==> src/rtl/axi_rd_burst_responder.sv <==
// AXI4 read subordinate: one AR at a time, walks FIXED/INCR/WRAP bursts into single-beat memory reads.
// AR handshake -> mem_req_o +1 cycle -> r_valid_o +3 cycles; R beat held until r_ready_i, no AR accepted mid-burst.
module axi_rd_burst_responder #(
  parameter int unsigned ADDR_WIDTH = 32,
  parameter int unsigned DATA_WIDTH = 32,
  parameter int unsigned ID_WIDTH   = 4
) (
  input  logic                  clk_i,
  input  logic                  arst_ni,
  input  logic [ID_WIDTH-1:0]   ar_id_i,
  input  logic [ADDR_WIDTH-1:0] ar_addr_i,
  input  logic [7:0]            ar_len_i,
  input  logic [2:0]            ar_size_i,
  input  logic [1:0]            ar_burst_i,
  input  logic                  ar_valid_i,
  output logic                  ar_ready_o,
  output logic [ID_WIDTH-1:0]   r_id_o,
  output logic [DATA_WIDTH-1:0] r_data_o,
  output logic [1:0]            r_resp_o,
  output logic                  r_last_o,
  output logic                  r_valid_o,
  input  logic                  r_ready_i,
  output logic                  mem_req_o,
  output logic [ADDR_WIDTH-1:0] mem_addr_o,
  input  logic [DATA_WIDTH-1:0] mem_rdata_i,
  input  logic                  mem_err_i
);

  localparam int unsigned BUS_BYTES = DATA_WIDTH / 8;
  localparam int unsigned BUS_LSB   = $clog2(BUS_BYTES);
  localparam logic [ADDR_WIDTH-1:0] BUS_MASK = ~ADDR_WIDTH'(BUS_BYTES - 1);

  localparam logic [1:0] BURST_FIXED = 2'b00;
  localparam logic [1:0] BURST_INCR  = 2'b01;
  localparam logic [1:0] BURST_WRAP  = 2'b10;
  localparam logic [1:0] BURST_RSVD  = 2'b11;
  localparam logic [1:0] RESP_OKAY   = 2'b00;
  localparam logic [1:0] RESP_SLVERR = 2'b10;

  typedef enum logic [1:0] {IDLE, REQ, DATA, RESP} state_e;

  state_e                state_q, state_d;
  logic                  armed_q;
  logic [ID_WIDTH-1:0]   id_q;
  logic [ADDR_WIDTH-1:0] addr_q;
  logic [7:0]            len_q;
  logic [2:0]            size_q;
  logic [1:0]            burst_q;
  logic                  err_q;
  logic [7:0]            cnt_q;
  logic [DATA_WIDTH-1:0] r_data_q;
  logic [1:0]            r_resp_q;

  logic                  ar_hs, r_hs, last_beat, req_err;
  logic [ADDR_WIDTH-1:0] num_bytes, aligned, incr_addr, wrap_len, wrap_lo, wrap_addr, beat_addr;

  assign ar_hs     = ar_valid_i & ar_ready_o;
  assign r_hs      = r_valid_o & r_ready_i;
  assign last_beat = (cnt_q == len_q);

  always_comb begin
    req_err = 1'b0;
    if (ar_burst_i == BURST_RSVD) req_err = 1'b1;
    if (ar_burst_i == BURST_WRAP &&
        !(ar_len_i == 8'd1 || ar_len_i == 8'd3 || ar_len_i == 8'd7 || ar_len_i == 8'd15))
      req_err = 1'b1;
    if (ar_size_i > 3'(BUS_LSB)) req_err = 1'b1;
  end

  // Wrap window is a power of two for every legal WRAP, so masking yields its base.
  always_comb begin
    num_bytes = ADDR_WIDTH'(1) << size_q;
    aligned   = addr_q & ~(num_bytes - ADDR_WIDTH'(1));
    incr_addr = aligned + (ADDR_WIDTH'(cnt_q) << size_q);
    wrap_len  = (ADDR_WIDTH'(len_q) + ADDR_WIDTH'(1)) << size_q;
    wrap_lo   = addr_q & ~(wrap_len - ADDR_WIDTH'(1));
    wrap_addr = (incr_addr >= wrap_lo + wrap_len) ? incr_addr - wrap_len : incr_addr;
    beat_addr = addr_q;
    if (cnt_q != 8'd0) begin
      case (burst_q)
        BURST_INCR: beat_addr = incr_addr;
        BURST_WRAP: beat_addr = wrap_addr;
        default:    beat_addr = addr_q;
      endcase
    end
  end

  always_ff @(posedge clk_i or negedge arst_ni) begin
    if (!arst_ni) state_q <= IDLE;
    else          state_q <= state_d;
  end

  always_comb begin
    state_d = state_q;
    case (state_q)
      IDLE: if (ar_hs) state_d = req_err ? RESP : REQ;
      REQ:  state_d = DATA;
      DATA: state_d = RESP;
      RESP: if (r_hs) begin
        if (last_beat)  state_d = IDLE;
        else if (err_q) state_d = RESP;
        else            state_d = REQ;
      end
      default: state_d = IDLE;
    endcase
  end

  always_comb begin
    ar_ready_o = (state_q == IDLE) && armed_q;
    mem_req_o  = (state_q == REQ);
    mem_addr_o = (state_q == REQ) ? (beat_addr & BUS_MASK) : '0;
    r_valid_o  = (state_q == RESP);
    r_last_o   = (state_q == RESP) && last_beat;
    r_id_o     = id_q;
    r_data_o   = r_data_q;
    r_resp_o   = r_resp_q;
  end

  always_ff @(posedge clk_i or negedge arst_ni) begin
    if (!arst_ni) begin
      armed_q  <= 1'b0;
      id_q     <= '0;
      addr_q   <= '0;
      len_q    <= '0;
      size_q   <= '0;
      burst_q  <= '0;
      err_q    <= 1'b0;
      cnt_q    <= '0;
      r_data_q <= '0;
      r_resp_q <= RESP_OKAY;
    end else begin
      armed_q <= 1'b1;
      if (ar_hs) begin
        id_q     <= ar_id_i;
        addr_q   <= ar_addr_i;
        len_q    <= ar_len_i;
        size_q   <= ar_size_i;
        burst_q  <= ar_burst_i;
        err_q    <= req_err;
        cnt_q    <= '0;
        r_data_q <= '0;
        r_resp_q <= req_err ? RESP_SLVERR : RESP_OKAY;
      end
      if (state_q == DATA) begin
        r_data_q <= mem_err_i ? '0 : mem_rdata_i;
        r_resp_q <= mem_err_i ? RESP_SLVERR : RESP_OKAY;
      end
      if (r_hs && !last_beat) cnt_q <= cnt_q + 8'd1;
    end
  end

endmodule

==> config.mk <==
export PLATFORM = sky130hd
export DESIGN_NAME = axi_rd_burst_responder
export DESIGN_NICKNAME = d
export VERILOG_FILES = /design/src/rtl/axi_rd_burst_responder.sv
export SDC_FILE = /design/constraint.sdc
export NUM_CORES = 1
export LEC_CHECK = 0
export ABC_AREA = 1
export BUFFER_PORTS_ARGS = -buffer_cell sky130_fd_sc_hd__buf_2
export CORE_ASPECT_RATIO = 0.9
export CORE_MARGIN = 1
export CORE_UTILIZATION = 50
export CTS_CLUSTER_SIZE = 28
export DETAILED_ROUTE_END_ITERATION = 8
export GPL_TIMING_DRIVEN = 0
export PLACE_DENSITY_LB_ADDON = 0.25
export SKIP_LAST_GASP = 1
export SYNTH_ARGS = -nofsm -noshare
export SYNTH_HDL_FRONTEND = slang
export SYNTH_SLANG_ARGS = --single-unit
==> constraint.sdc <==
create_clock -name clk_i -period 6.1 [get_ports clk_i]
set_clock_uncertainty 0.1 [all_clocks]
set_input_delay 0.61 -clock clk_i [delete_from_list [all_inputs] [get_ports clk_i]]
set_output_delay 0.61 -clock clk_i [all_outputs]
set_load 0.05 [all_outputs]
==> impl_metrics.yaml <==
outcome:
  status: "finished, violations left"
  violations: "negative setup slack"
timing:
  setup_viol: 30
  grt_setup_unrepaired: "yes"
  final.period_utilization_pct: 109
  finalWorstPathRequiredPeriod_ns: 6.63
  setup_slack_ns: -0.529
  slew_hr_pct: 32.4
  hold_viol_final: 0
  timing_max_transition_violations_final: 0
  achievable-frequency_ghz: 0.151
  tightest_slew_ns: 1.00
worst_setup_path:
  worst-path-max-fanout: 10
  criticalPathCategory: "register to output port"
  cp_data_required_time_ns: 5.39
  crit_path_top_delay_cell: "sky130_fd_sc_hd__xor2_1"
  crit_path_end_kind: "output port"
  start_kind: "register"
  ff2ff_setup_slack_ns: 3.54
  worst_path_largest_cell_delay_ns: 0.45
  worst_path_most_repeated_cell: "sky130_fd_sc_hd__buf_4"
  timing.critical_path.arrival_ns: 5.92
yosys:
  postSynthCellCount: 1931
  synth_enable_flop_cells: 0
  async_reset_ff_share_pct: 100
  cell_with_the_most_instances_after_synthesis: "sky130_fd_sc_hd__nand2_1"
  synth.yosys.seq_area_share_pct: 20.1
  synth_largest_area_cell: "sky130_fd_sc_hd__dfrtp_1"
  ys_warn_count: 0
  synth.cells.most_frequent: "sky130_fd_sc_hd__nand2_1 (502), sky130_fd_sc_hd__inv_1 (250), sky130_fd_sc_hd__nand3_1 (219), sky130_fd_sc_hd__o21ai_0 (158), sky130_fd_sc_hd__nor2_1 (153)"
  ys_dominant_reg_cell: "sky130_fd_sc_hd__dfrtp_1"
  synth_top_area_share_pct: 20.1
  synth.area.top_cells: "sky130_fd_sc_hd__dfrtp_1 (20%), sky130_fd_sc_hd__nand2_1 (16%), sky130_fd_sc_hd__nand3_1 (9.4%)"
  post_synth.cell_area_avg_um2: 6.06
  post_synth_instance_area_um2: 11700
  netlist_cell_types: 55
  synth_seq_cells: 94
cells_and_area:
  flow.area_growth_from_synthesis_pct: 25.2
  nFillCells: 2134
  diodes: 0
  fin_area_um2: 14700
  share_of_post_route_cells_with_drive_strength_above_1_pct: 24.4
  area_taken_by_multi_input_logic_gates_um2: 8820
  nets: 2298
  final-seq-area_um2: 2360
global_route:
  grtUsageTotal_pct: 35.5
  first_global_vias: 12852
  globalRoute.totalOverflow: 0
  grt_antenna_before_repair: 0
  grt_pass1_wl_um: 66400
  grt_start_max_net_pins: 61
floorplanning:
  floorplan.die.height_um: 147
  coreArea_um2: 22700
  floorplan.rows: 52
  design.die.area_um2: 24000
  initial_core_util_pct: 51.5
  die_width_um: 163
  io_pins: 160
clock_network:
  clock_tree_from_tritoncts: "done"
  path_clk_slew_ns: 0.08
  worstSkewPairLatency_ns: 0.35
  cts_max_level: 3
  tritoncts.num_buffers: 9
  cts_root_buf: "sky130_fd_sc_hd__clkbuf_16"
  clock_path_buffers: 2
  clock-sinks: 94
drt:
  postRouteAntennaNets: 0
  routed-via-count: 13954
  met2WireLength_um: 18200
  route.top_layer_used: "met4"
  first_iter_violations: 1388
  routedLengthMet1_um: 18200
  drt_pre_antenna_iters: 8
  detail_route.vias_per_cell: 5.70
  drt-wirelength-per-cell_um: 17.5
  route.final.wire_length_um: 42900
  drc_errors: 0
  wl_met3_um: 5370
placement:
  port-buffer-count: 156
  dpl-instance-area_um2: 13000
  place.gp.congestion: 1.05
  hpwl_um: 34000
flow_run:
  max_cap_viol_count: 0
hold_path:
  hold_class: "input pin to asynchronous set/reset pin"
-- layout by cell type (no fill, tap or decap), types with 5 or more instances in the layout --
cell | Yosys | routed
sky130_fd_sc_hd__nand2_1 | 502 | 479
sky130_fd_sc_hd__inv_1 | 250 | 240
sky130_fd_sc_hd__nand3_1 | 219 | 184
sky130_fd_sc_hd__o21ai_0 | 158 | 149
sky130_fd_sc_hd__nor2_1 | 153 | 132
sky130_fd_sc_hd__buf_2 | 10 | 132
sky130_fd_sc_hd__dfrtp_1 | 94 | 90
sky130_fd_sc_hd__ha_1 | 66 | 62
sky130_fd_sc_hd__nand2_2 | 39 | 54
sky130_fd_sc_hd__a21oi_1 | 74 | 54
sky130_fd_sc_hd__nand3_2 | 28 | 49
sky130_fd_sc_hd__buf_4 | 6 | 47
sky130_fd_sc_hd__xor2_1 | 51 | 45
sky130_fd_sc_hd__clkbuf_1 | 48 | 44
sky130_fd_sc_hd__nand4_1 | 42 | 42
sky130_fd_sc_hd__buf_6 | 1 | 37
sky130_fd_sc_hd__inv_2 | 20 | 26
sky130_fd_sc_hd__nor2_2 | 15 | 24
sky130_fd_sc_hd__a21oi_2 | 2 | 22
sky130_fd_sc_hd__nor2_4 | 9 | 21
sky130_fd_sc_hd__nand3_4 | 3 | 17
sky130_fd_sc_hd__nor3_1 | 21 | 17
sky130_fd_sc_hd__o21ai_1 | 8 | 16
sky130_fd_sc_hd__nand2_4 | 6 | 14
sky130_fd_sc_hd__o211ai_1 | 14 | 14
sky130_fd_sc_hd__clkbuf_16 | 0 | 11
sky130_fd_sc_hd__a31oi_2 | 0 | 9
sky130_fd_sc_hd__nor3_2 | 5 | 8
sky130_fd_sc_hd__o22ai_1 | 8 | 8
sky130_fd_sc_hd__o21bai_1 | 6 | 6
sky130_fd_sc_hd__xnor2_1 | 7 | 6
sky130_fd_sc_hd__o21ai_2 | 6 | 5
sky130_fd_sc_hd__or2_2 | 5 | 5
sky130_fd_sc_hd__xor2_2 | 0 | 5
-- what timing repair did --
item / in CTS / in global routing
resized for setup: 203 / 67
hold endpoints to repair: 0 / 0
pin swaps: 59 / 37
hold buffers: 0 / 0
gates cloned: 0 / 2
setup buffers: 31 / 11
setup endpoints to repair: 30 / 30
-- cells by family after synthesis --
logic type      count (synthesis)  synth area share (%)
compound gates                297                  13.9
other cells                     2                0.0642
fa+ha+maj                      67                  7.23
mux                             5                 0.535
flops                          94                  20.1
simple gates                 1062                  42.4
xor+xnor                       58                  4.34
buf+inv                       346                  11.5
-- registers in the layout, indices dropped and copies added, names as in the netlist --
signal,cells
cnt_q,8
len_q,8
r_resp_o,1
r_id_o,4
state_q,2
err_q,1
burst_q,2
size_q,3
addr_q,32
armed_q,1
r_data_o,32
-- path summary, 6_finish.rpt --
| kind | from | endpoint | depth (start not counted) |
|---|---|---|---|
| setup reg to reg | state_q[1] | size_q[2] | 9 |
| hold / removal | arst_ni | len_q[4] | 1 |
| max in group asynchronous | arst_ni | addr_q[27] | 2 |
| hold reg to reg | r_id_o[1] | r_id_o[1] | 2 |
| min in group clk_i | ar_addr_i[9] | addr_q[9] | 3 |
| setup / recovery | size_q[0] | mem_addr_o[13] | 29 |
-- layer usage --
metal	vias to the layer above	GRT usage, %
met5	-	0
met4	0	10.2
met3	92	10.8
met2	753	52.8
met1	6386	49.0
li1	6723	-
-- worst max-delay path, delay by kind of cell, from the launching register on --
kind | cells | cell delay [ns]
AND/OR/NAND/NOR | 9 | 0.91
AO/OA/AOI/OAI | 8 | 1.64
buffers and inverters | 9 | 1.49
flip-flops | 1 | 0.37
adder cells (fa/ha/maj) | 2 | 0.68
XOR/XNOR | 1 | 0.45
-- area by class of cell --
cell class	instances	share of cell area, %
Timing Repair Buffer	201	9.44
Clock inverter	5	0.265
Clock buffer	11	1.66
Multi-Input combinational cell	1493	60.2
Tap cell	297	2.54
Inverter	274	7.20
Sequential cell	94	16.1
Buffer	72	2.61
-- stage by stage --
stage	setup TNS [ns]	utilization (%)	setup slack (ns)	hold WS, ns	std cells
floorplan	0	-	0.00152	0.214	1933
global placement	-33.75	57.0	-1.37	0.358	2386
detailed placement	-35.42	57.2	-1.42	0.360	2387
CTS	-6.60	62.7	-0.329	0.132	2434
global route	-22.22	64.5	-0.838	0.151	2447
finish	-12.64	64.5	-0.529	0.124	2447
Power is left out: the tool's default activity adds up to more than one toggle a clock period on the data nets, which glitch-free logic cannot reach.
